[src/rtl/ppu_pkg.sv]
// Shared PPU palette types: CGRAM address/colour types, dot-phase encoding
// and the phase-advance helper used by the CGRAM access arbiter.
package ppu_pkg;

    localparam int CGRAM_ADDR_W   = 8;
    localparam int CGRAM_COLOR_W  = 15;
    localparam int CGRAM_DOT_CLKS = 4;

    typedef logic [CGRAM_ADDR_W-1:0]  cgram_addr_type;
    typedef logic [CGRAM_COLOR_W-1:0] color_type;

    // One dot is four clocks: main lookup, sub lookup, CPU slot, spare.
    typedef enum logic [1:0] {
        PH_MAIN  = 2'd0,
        PH_SUB   = 2'd1,
        PH_CPU   = 2'd2,
        PH_SPARE = 2'd3
    } dot_phase_type;

    // Advance the dot phase, wrapping after the last clock of the dot.
    function automatic dot_phase_type next_phase(input dot_phase_type ph);
        if (int'(ph) == CGRAM_DOT_CLKS - 1) begin
            return PH_MAIN;
        end
        return dot_phase_type'(ph + 2'd1);
    endfunction

endpackage

[src/rtl/cgram_cpu_port.sv]
// CPU side of the palette RAM: $2121 address, $2122 byte-pair writes,
// $213B byte-pair reads through a prefetch buffer. Holds the shared byte
// flip-flop, the low-byte latch, the word address and the pending flags,
// and presents one request per CPU slot to the arbiter.
module cgram_cpu_port
    import ppu_pkg::*;
#(
    parameter int ADDR_W  = 8,
    parameter int COLOR_W = 15
) (
    input  logic               clk,
    input  logic               reset,
    input  logic               cpu_addr_we,
    input  logic               cpu_data_we,
    input  logic               cpu_data_re,
    input  logic [7:0]         cpu_wdata,
    output logic [7:0]         cpu_rdata,
    input  logic               cpu_slot,
    input  logic [COLOR_W-1:0] cg_rdata,
    output logic               req_we,
    output logic               req_fetch,
    output logic [ADDR_W-1:0]  req_addr,
    output logic [COLOR_W-1:0] req_wdata
);

    logic               flip;
    logic [7:0]         low_latch;
    logic [ADDR_W-1:0]  cpu_addr;
    logic [COLOR_W-1:0] read_buf;
    logic               wr_pend;
    logic [ADDR_W-1:0]  wr_addr;
    logic [COLOR_W-1:0] wr_word;
    logic               fetch_pend;
    logic               fetch_issued;
    logic [15:0]        buf_ext;

    // Read data: low byte first, then the high byte with bit 7 forced to 0.
    assign buf_ext   = 16'(read_buf);
    assign cpu_rdata = flip ? buf_ext[15:8] : buf_ext[7:0];

    // Pick this slot's request: a pending write beats a pending fetch.
    always_comb begin
        // NOTE: every output gets a default first; a path that leaves one unassigned would infer a latch.
        req_we    = 1'b0;
        req_fetch = 1'b0;
        req_addr  = '0;
        req_wdata = '0;
        if (cpu_slot) begin
            if (wr_pend) begin
                req_we    = 1'b1;
                req_addr  = wr_addr;
                req_wdata = wr_word;
            end else if (fetch_pend) begin
                req_fetch = 1'b1;
                req_addr  = cpu_addr;
            end
        end
    end

    // Slot bookkeeping, prefetch capture and CPU strobe handling.
    always_ff @(posedge clk or posedge reset) begin
        if (reset) begin
            flip         <= 1'b0;
            low_latch    <= '0;
            cpu_addr     <= '0;
            read_buf     <= '0;
            wr_pend      <= 1'b0;
            wr_addr      <= '0;
            wr_word      <= '0;
            fetch_pend   <= 1'b0;
            fetch_issued <= 1'b0;
        end else begin
            // RAM data for a fetch arrives one clock after the address.
            fetch_issued <= req_fetch;
            if (fetch_issued) begin
                read_buf <= cg_rdata;
            end

            // A finished write is followed by a refetch at the (already
            // advanced) CPU address so the buffer never holds stale data.
            if (req_we) begin
                wr_pend    <= 1'b0;
                fetch_pend <= 1'b1;
            end else if (req_fetch) begin
                fetch_pend <= 1'b0;
            end

            // NOTE: strobe handling sits after the slot updates so a flag set by a strobe overrides a same-clock clear (the last non-blocking assignment wins).
            if (cpu_addr_we) begin
                cpu_addr   <= ADDR_W'(cpu_wdata);
                flip       <= 1'b0;
                fetch_pend <= 1'b1;
            end else if (cpu_data_we) begin
                if (!flip) begin
                    low_latch <= cpu_wdata;
                    flip      <= 1'b1;
                end else begin
                    // Bit 7 of the high byte falls off the 15-bit word.
                    wr_word  <= COLOR_W'({cpu_wdata, low_latch});
                    wr_addr  <= cpu_addr;
                    wr_pend  <= 1'b1;
                    cpu_addr <= cpu_addr + ADDR_W'(1);
                    flip     <= 1'b0;
                end
            end else if (cpu_data_re) begin
                if (!flip) begin
                    flip <= 1'b1;
                end else begin
                    cpu_addr   <= cpu_addr + ADDR_W'(1);
                    flip       <= 1'b0;
                    fetch_pend <= 1'b1;
                end
            end
        end
    end

endmodule

[src/rtl/cgram_access_arbiter.sv]
// Palette RAM arbiter: time-shares the single-port CGRAM over a fixed
// 4-clock dot between the main-screen lookup, the sub-screen lookup and
// one CPU access, and presents both looked-up colours once per dot.
module cgram_access_arbiter
    import ppu_pkg::*;
#(
    parameter int ADDR_W  = 8,
    parameter int COLOR_W = 15
) (
    input  logic               clk,
    input  logic               reset,
    input  logic               line_start,
    input  logic [ADDR_W-1:0]  main_idx,
    input  logic [ADDR_W-1:0]  sub_idx,
    output logic [COLOR_W-1:0] main_color,
    output logic [COLOR_W-1:0] sub_color,
    output logic               pix_valid,
    input  logic               cpu_addr_we,
    input  logic               cpu_data_we,
    input  logic               cpu_data_re,
    input  logic [7:0]         cpu_wdata,
    output logic [7:0]         cpu_rdata,
    output logic [ADDR_W-1:0]  cg_addr,
    output logic [COLOR_W-1:0] cg_wdata,
    output logic               cg_we,
    input  logic [COLOR_W-1:0] cg_rdata
);

    dot_phase_type      phase;
    dot_phase_type      phase_next;
    logic [ADDR_W-1:0]  sub_idx_r;
    logic [COLOR_W-1:0] main_cap;
    logic               req_we;
    logic               req_fetch;
    logic [ADDR_W-1:0]  req_addr;
    logic [COLOR_W-1:0] req_wdata;

    cgram_cpu_port #(
        .ADDR_W  (ADDR_W),
        .COLOR_W (COLOR_W)
    ) u_cpu_port (
        .clk         (clk),
        .reset       (reset),
        .cpu_addr_we (cpu_addr_we),
        .cpu_data_we (cpu_data_we),
        .cpu_data_re (cpu_data_re),
        .cpu_wdata   (cpu_wdata),
        .cpu_rdata   (cpu_rdata),
        .cpu_slot    (phase == PH_CPU),
        .cg_rdata    (cg_rdata),
        .req_we      (req_we),
        .req_fetch   (req_fetch),
        .req_addr    (req_addr),
        .req_wdata   (req_wdata)
    );

    // Dot phase register.
    always_ff @(posedge clk or posedge reset) begin
        if (reset) begin
            phase <= PH_MAIN;
        end else begin
            phase <= phase_next;
        end
    end

    // Next phase: line_start realigns the dot and beats the increment.
    always_comb begin
        phase_next = next_phase(phase);
        if (line_start) begin
            phase_next = PH_MAIN;
        end
    end

    // CGRAM port mux: main index live at phase 0, registered sub index at
    // phase 1, the CPU request at phase 2, idle at phase 3.
    always_comb begin
        cg_addr  = '0;
        cg_wdata = '0;
        cg_we    = 1'b0;
        case (phase)
            PH_MAIN: cg_addr = main_idx;
            PH_SUB:  cg_addr = sub_idx_r;
            PH_CPU: begin
                cg_addr  = req_addr;
                cg_wdata = req_wdata;
                cg_we    = req_we;
            end
            default: ;
        endcase
    end

    // Colour pipeline: main data returns in phase 1, sub data in phase 2;
    // both outputs update together so they are visible, with pix_valid,
    // throughout phase 3.
    always_ff @(posedge clk or posedge reset) begin
        if (reset) begin
            sub_idx_r  <= '0;
            main_cap   <= '0;
            main_color <= '0;
            sub_color  <= '0;
            pix_valid  <= 1'b0;
        end else begin
            pix_valid <= (phase == PH_CPU) && !line_start;
            case (phase)
                PH_MAIN: sub_idx_r <= sub_idx;
                PH_SUB:  main_cap  <= cg_rdata;
                PH_CPU: begin
                    main_color <= main_cap;
                    sub_color  <= cg_rdata;
                end
                default: ;
            endcase
        end
    end

endmodule

[config.mk]
export PLATFORM = sky130hd
export DESIGN_NAME = cgram_access_arbiter
export DESIGN_NICKNAME = d
export VERILOG_FILES = /design/src/rtl/ppu_pkg.sv /design/src/rtl/cgram_cpu_port.sv /design/src/rtl/cgram_access_arbiter.sv
export SDC_FILE = /design/constraint.sdc
export NUM_CORES = 1
export LEC_CHECK = 0
export ABC_AREA = 1
export CORE_UTILIZATION = 40
export CTS_CLUSTER_DIAMETER = 60
export CTS_CLUSTER_SIZE = 12
export DETAILED_ROUTE_END_ITERATION = 10
export GPL_TIMING_DRIVEN = 0
export PLACE_DENSITY = 0.66
export SYNTH_ARGS = -nofsm -noshare
export SYNTH_HDL_FRONTEND = slang
export SYNTH_SLANG_ARGS = --single-unit
[constraint.sdc]
create_clock -name clk -period 5.6 [get_ports clk]
set_clock_uncertainty 0.2 [all_clocks]
set_input_delay 1.68 -clock clk [delete_from_list [all_inputs] [get_ports clk]]
set_output_delay 1.68 -clock clk [all_outputs]
set_load 0.01 [all_outputs]
==> flow_summary.json <==
{
  "status": "finished, final reports clean",
  "cts_htree_levels": 4,
  "synth_seq_cells": 114,
  "yosys_warnings": 0,
  "first_iter_violations": 182,
  "place_congestion": 0.8687,
  "multiInputGateArea_sq_um": 1708,
  "crit_buf_inv": 2,
  "setup_violations": 0,
  "final-max-slew-violation-count": 0,
  "synth-xor-area-share": 0,
  "period_share": 0.9000,
  "clk_latency_ns": 0.41,
  "clockRootBuffer": "clkbuf_16",
  "ys_types": 24,
  "core_sq_um": 12060,
  "netlist_instances": 583,
  "antenna_found_initial": 0,
  "cap_violations": 0,
  "hold_violations": 0,
  "path_clk_slew_ns": 0.06,
  "drc": 0,
  "grt_start_max_net_pins": 62,
  "cts_made_buffers": 17,
  "synth-simple-area-share": 0.2014,
  "port_buffers": 107,
  "cts_resized": 0,
  "grtUsageTotal": 0.2051,
  "crit_fanout": 1,
  "synthAdderAreaFrac": 0.01769,
  "synth_top_family_by_area": "simple AND/OR/NAND/NOR gates",
  "synth_mux_area_frac": 0.01592,
  "post_drt_wl_per_cell_um": 13.82,
  "grt_pass1_vias": 4252,
  "tightest_slew_ns": 0.6817,
  "ant_nets": 0,
  "die_area_sq_um": 12830,
  "synth_area_leaders": "dfrtp_1 58%, nand2_1 15%, o21ai_0 5.8%",
  "synth_area_sq_um": 4951,
  "initial_core_util": 0.4105,
  "vias": 4283,
  "cts_setup_buffers": 0,
  "grt_pass1_wl_um": 20420,
  "critPathArrivalTime_ns": 3.16,
  "crit_slowest_cell": "clkdlybuf4s50_1",
  "area_delta_synth_final_pct": 39.04,
  "min_path_type": "reg2reg",
  "yosysSeqAreaShare": 0.5762,
  "critPathRequiredTime_ns": 3.72,
  "num_io_pins": 108,
  "drt-total-wl_um": 12310,
  "die_w_um": 113.3,
  "viasPerCell": 4.807,
  "cts_sinks": 114,
  "cts_max_path_buffers": 2,
  "finalNetCount": 762,
  "fp.dieH_um": 113.3,
  "period_needed_ns": 5.040,
  "synth_top_area_cell": "dfrtp_1",
  "seq_area_sq_um": 2853,
  "critPathLaunchType": "input pin",
  "holdWs_ns": 0.2683,
  "dr.pass1.iters": 5,
  "synth.top_cell.area_share": 0.5762,
  "synth_area_per_cell_sq_um": 8.492,
  "grt-ovfl-total": 0,
  "crit_type": "in2out",
  "hold_buffers": 0,
  "dp_hpwl_um": 8798,
  "cp-end-kind": "output port",
  "n_antenna_cell": 0,
  "irDropWorstVdd_mv": 0.2061,
  "powerDensity_nw_per_um2": 468.6,
  "p_leak_nw": 3.335,
  "nFillCells": 1108,
  "syn_nets": 635,
  "drive_gt1_frac": 0.08990,
  "rows": 40,
  "cp_slowest_stage_delay_ns": 0.58,
  "crit_chain": "clkdlybuf4s50_1 > nand2_1 > o21ai_0 > a21oi_1 > a21oi_1 > clkdlybuf4s50_1",
  "tritoncts": "yes",
  "grt_setup_unrepaired": "no",
  "power_mw": 3.226,
  "synth_compound_area_frac": 0.1099,
  "slew_headroom": 0.5455,
  "fmax_ghz": 0.1984,
  "cp_top_family": "buffers and inverters"
}
## stage by stage
stage | util | cell area (sq um) | instances | setup slack [ns] | setup TNS [ns]
detailed placement | 0.5192 | 6262 | 859 | 0.6057 | 0
global placement | 0.5167 | 6232 | 858 | -0.8779 | -99.59
CTS | 0.5707 | 6884 | 891 | 0.5615 | 0
finish | 0.5707 | 6884 | 891 | 0.5602 | 0
floorplan | - | 4951 | 583 | 0.7043 | 0
global route | 0.5707 | 6884 | 891 | 0.5184 | 0
## layout by cell type, fill, tap and decap left out, types with 2 or more instances in the layout
master	Yosys	final
nand2_1	203	203
dfrtp_1	114	114
clkdlybuf4s50_1	0	107
inv_1	64	63
o21ai_0	57	57
nor2_1	35	35
a21oi_1	30	30
o21ai_1	20	20
clkbuf_16	0	17
buf_2	12	12
nand3_1	8	8
clkbuf_1	8	8
mux2_2	7	7
ha_1	7	7
inv_6	0	5
clkinv_4	0	5
buf_6	3	3
nand4_1	3	3
bufinv_16	0	3
inv_2	2	2
buf_4	2	2
## cells by family after synthesis
kind of cell               Yosys count
muxes                                7
buffers and inverters               92
adders and majority gates            7
AOI/OAI and AO/OA                  108
and+or+nand+nor                    255
DFF                                114
## Yosys cell counts
library cell    n
clkbuf_1        8
and3_1          1
a21oi_2         1
nor3_1          1
inv_1          64
nor2_2          1
ha_1            7
o21ai_0        57
nand4_1         3
nand2_4         1
buf_4           2
nand3_2         1
buf_2          12
nand2_2         1
mux2_2          7
buf_6           3
a21oi_1        30
inv_2           2
nand2_1       203
dfrtp_1       114
nand3_1         8
nor2_1         35
buf_1           1
o21ai_1        20
## layout make-up
class,instances,share of cell area
plain buffers,26,0.02072
clock buffers,17,0.06180
clock inverters,15,0.02854
inverters,66,0.03635
multi-input cells,377,0.2481
flip-flops and latches,114,0.4144
well taps,168,0.03053
repair buffers,108,0.1596
## metal layers
layer | vias to the layer above | global-route usage | share of wire
met5 | - | 0 | 0
met4 | 0 | 0.05789 | 0.0078
li1 | 2077 | - | -
met2 | 129 | 0.3333 | 0.48
met1 | 2067 | 0.2760 | 0.47
met3 | 10 | 0.04660 | 0.041
## worst paths after layout
check                                    endpoint          from  slack (ns)  cells past startpoint
min                                  sub_color[4]  sub_color[4]        0.27                      2
max reg2reg                          sub_color[3]      phase[0]        3.69                      8
max in group asynchronous  u_cpu_port.read_buf[6]         reset        2.93                      3
min in group asynchronous            sub_color[1]         reset        1.55                      2
min reg2reg                          sub_color[4]  sub_color[4]        0.27                      2
max                                    cg_addr[2]   main_idx[2]        0.56                      6
## power by group
| group | leakage, nW | switching, mW | total [mW] | internal [mW] |
|---|---|---|---|---|
| Sequential | 1.40 | 0.140 | 1.23 | 1.09 |
| Clock | 0.301 | 0.415 | 1.13 | 0.713 |
| Combinational | 1.64 | 0.430 | 0.867 | 0.437 |
| Total | 3.34 | 0.984 | 3.23 | 2.24 |
## sequential cells by signal, summed over array words and instances (netlist names)
name	cells
main_color	15
main_cap	15
u_cpu_port.flip	1
u_cpu_port.low_latch	8
u_cpu_port.fetch_pend	1
sub_color	15
u_cpu_port.read_buf	15
u_cpu_port.wr_word	15
phase	2
u_cpu_port.fetch_issued	1
u_cpu_port.wr_addr	8
u_cpu_port.wr_pend	1
pix_valid	1
sub_idx_r	8
u_cpu_port.cpu_addr	8
## worst register-to-register path, delay by kind of cell (launching register included)
family	cells	cell delay, ns
adders and majority gates	1	0.20
buffers and inverters	5	0.87
and+or+nand+nor	2	0.16
DFF	1	0.42
(Power assumes the default switching activity.)
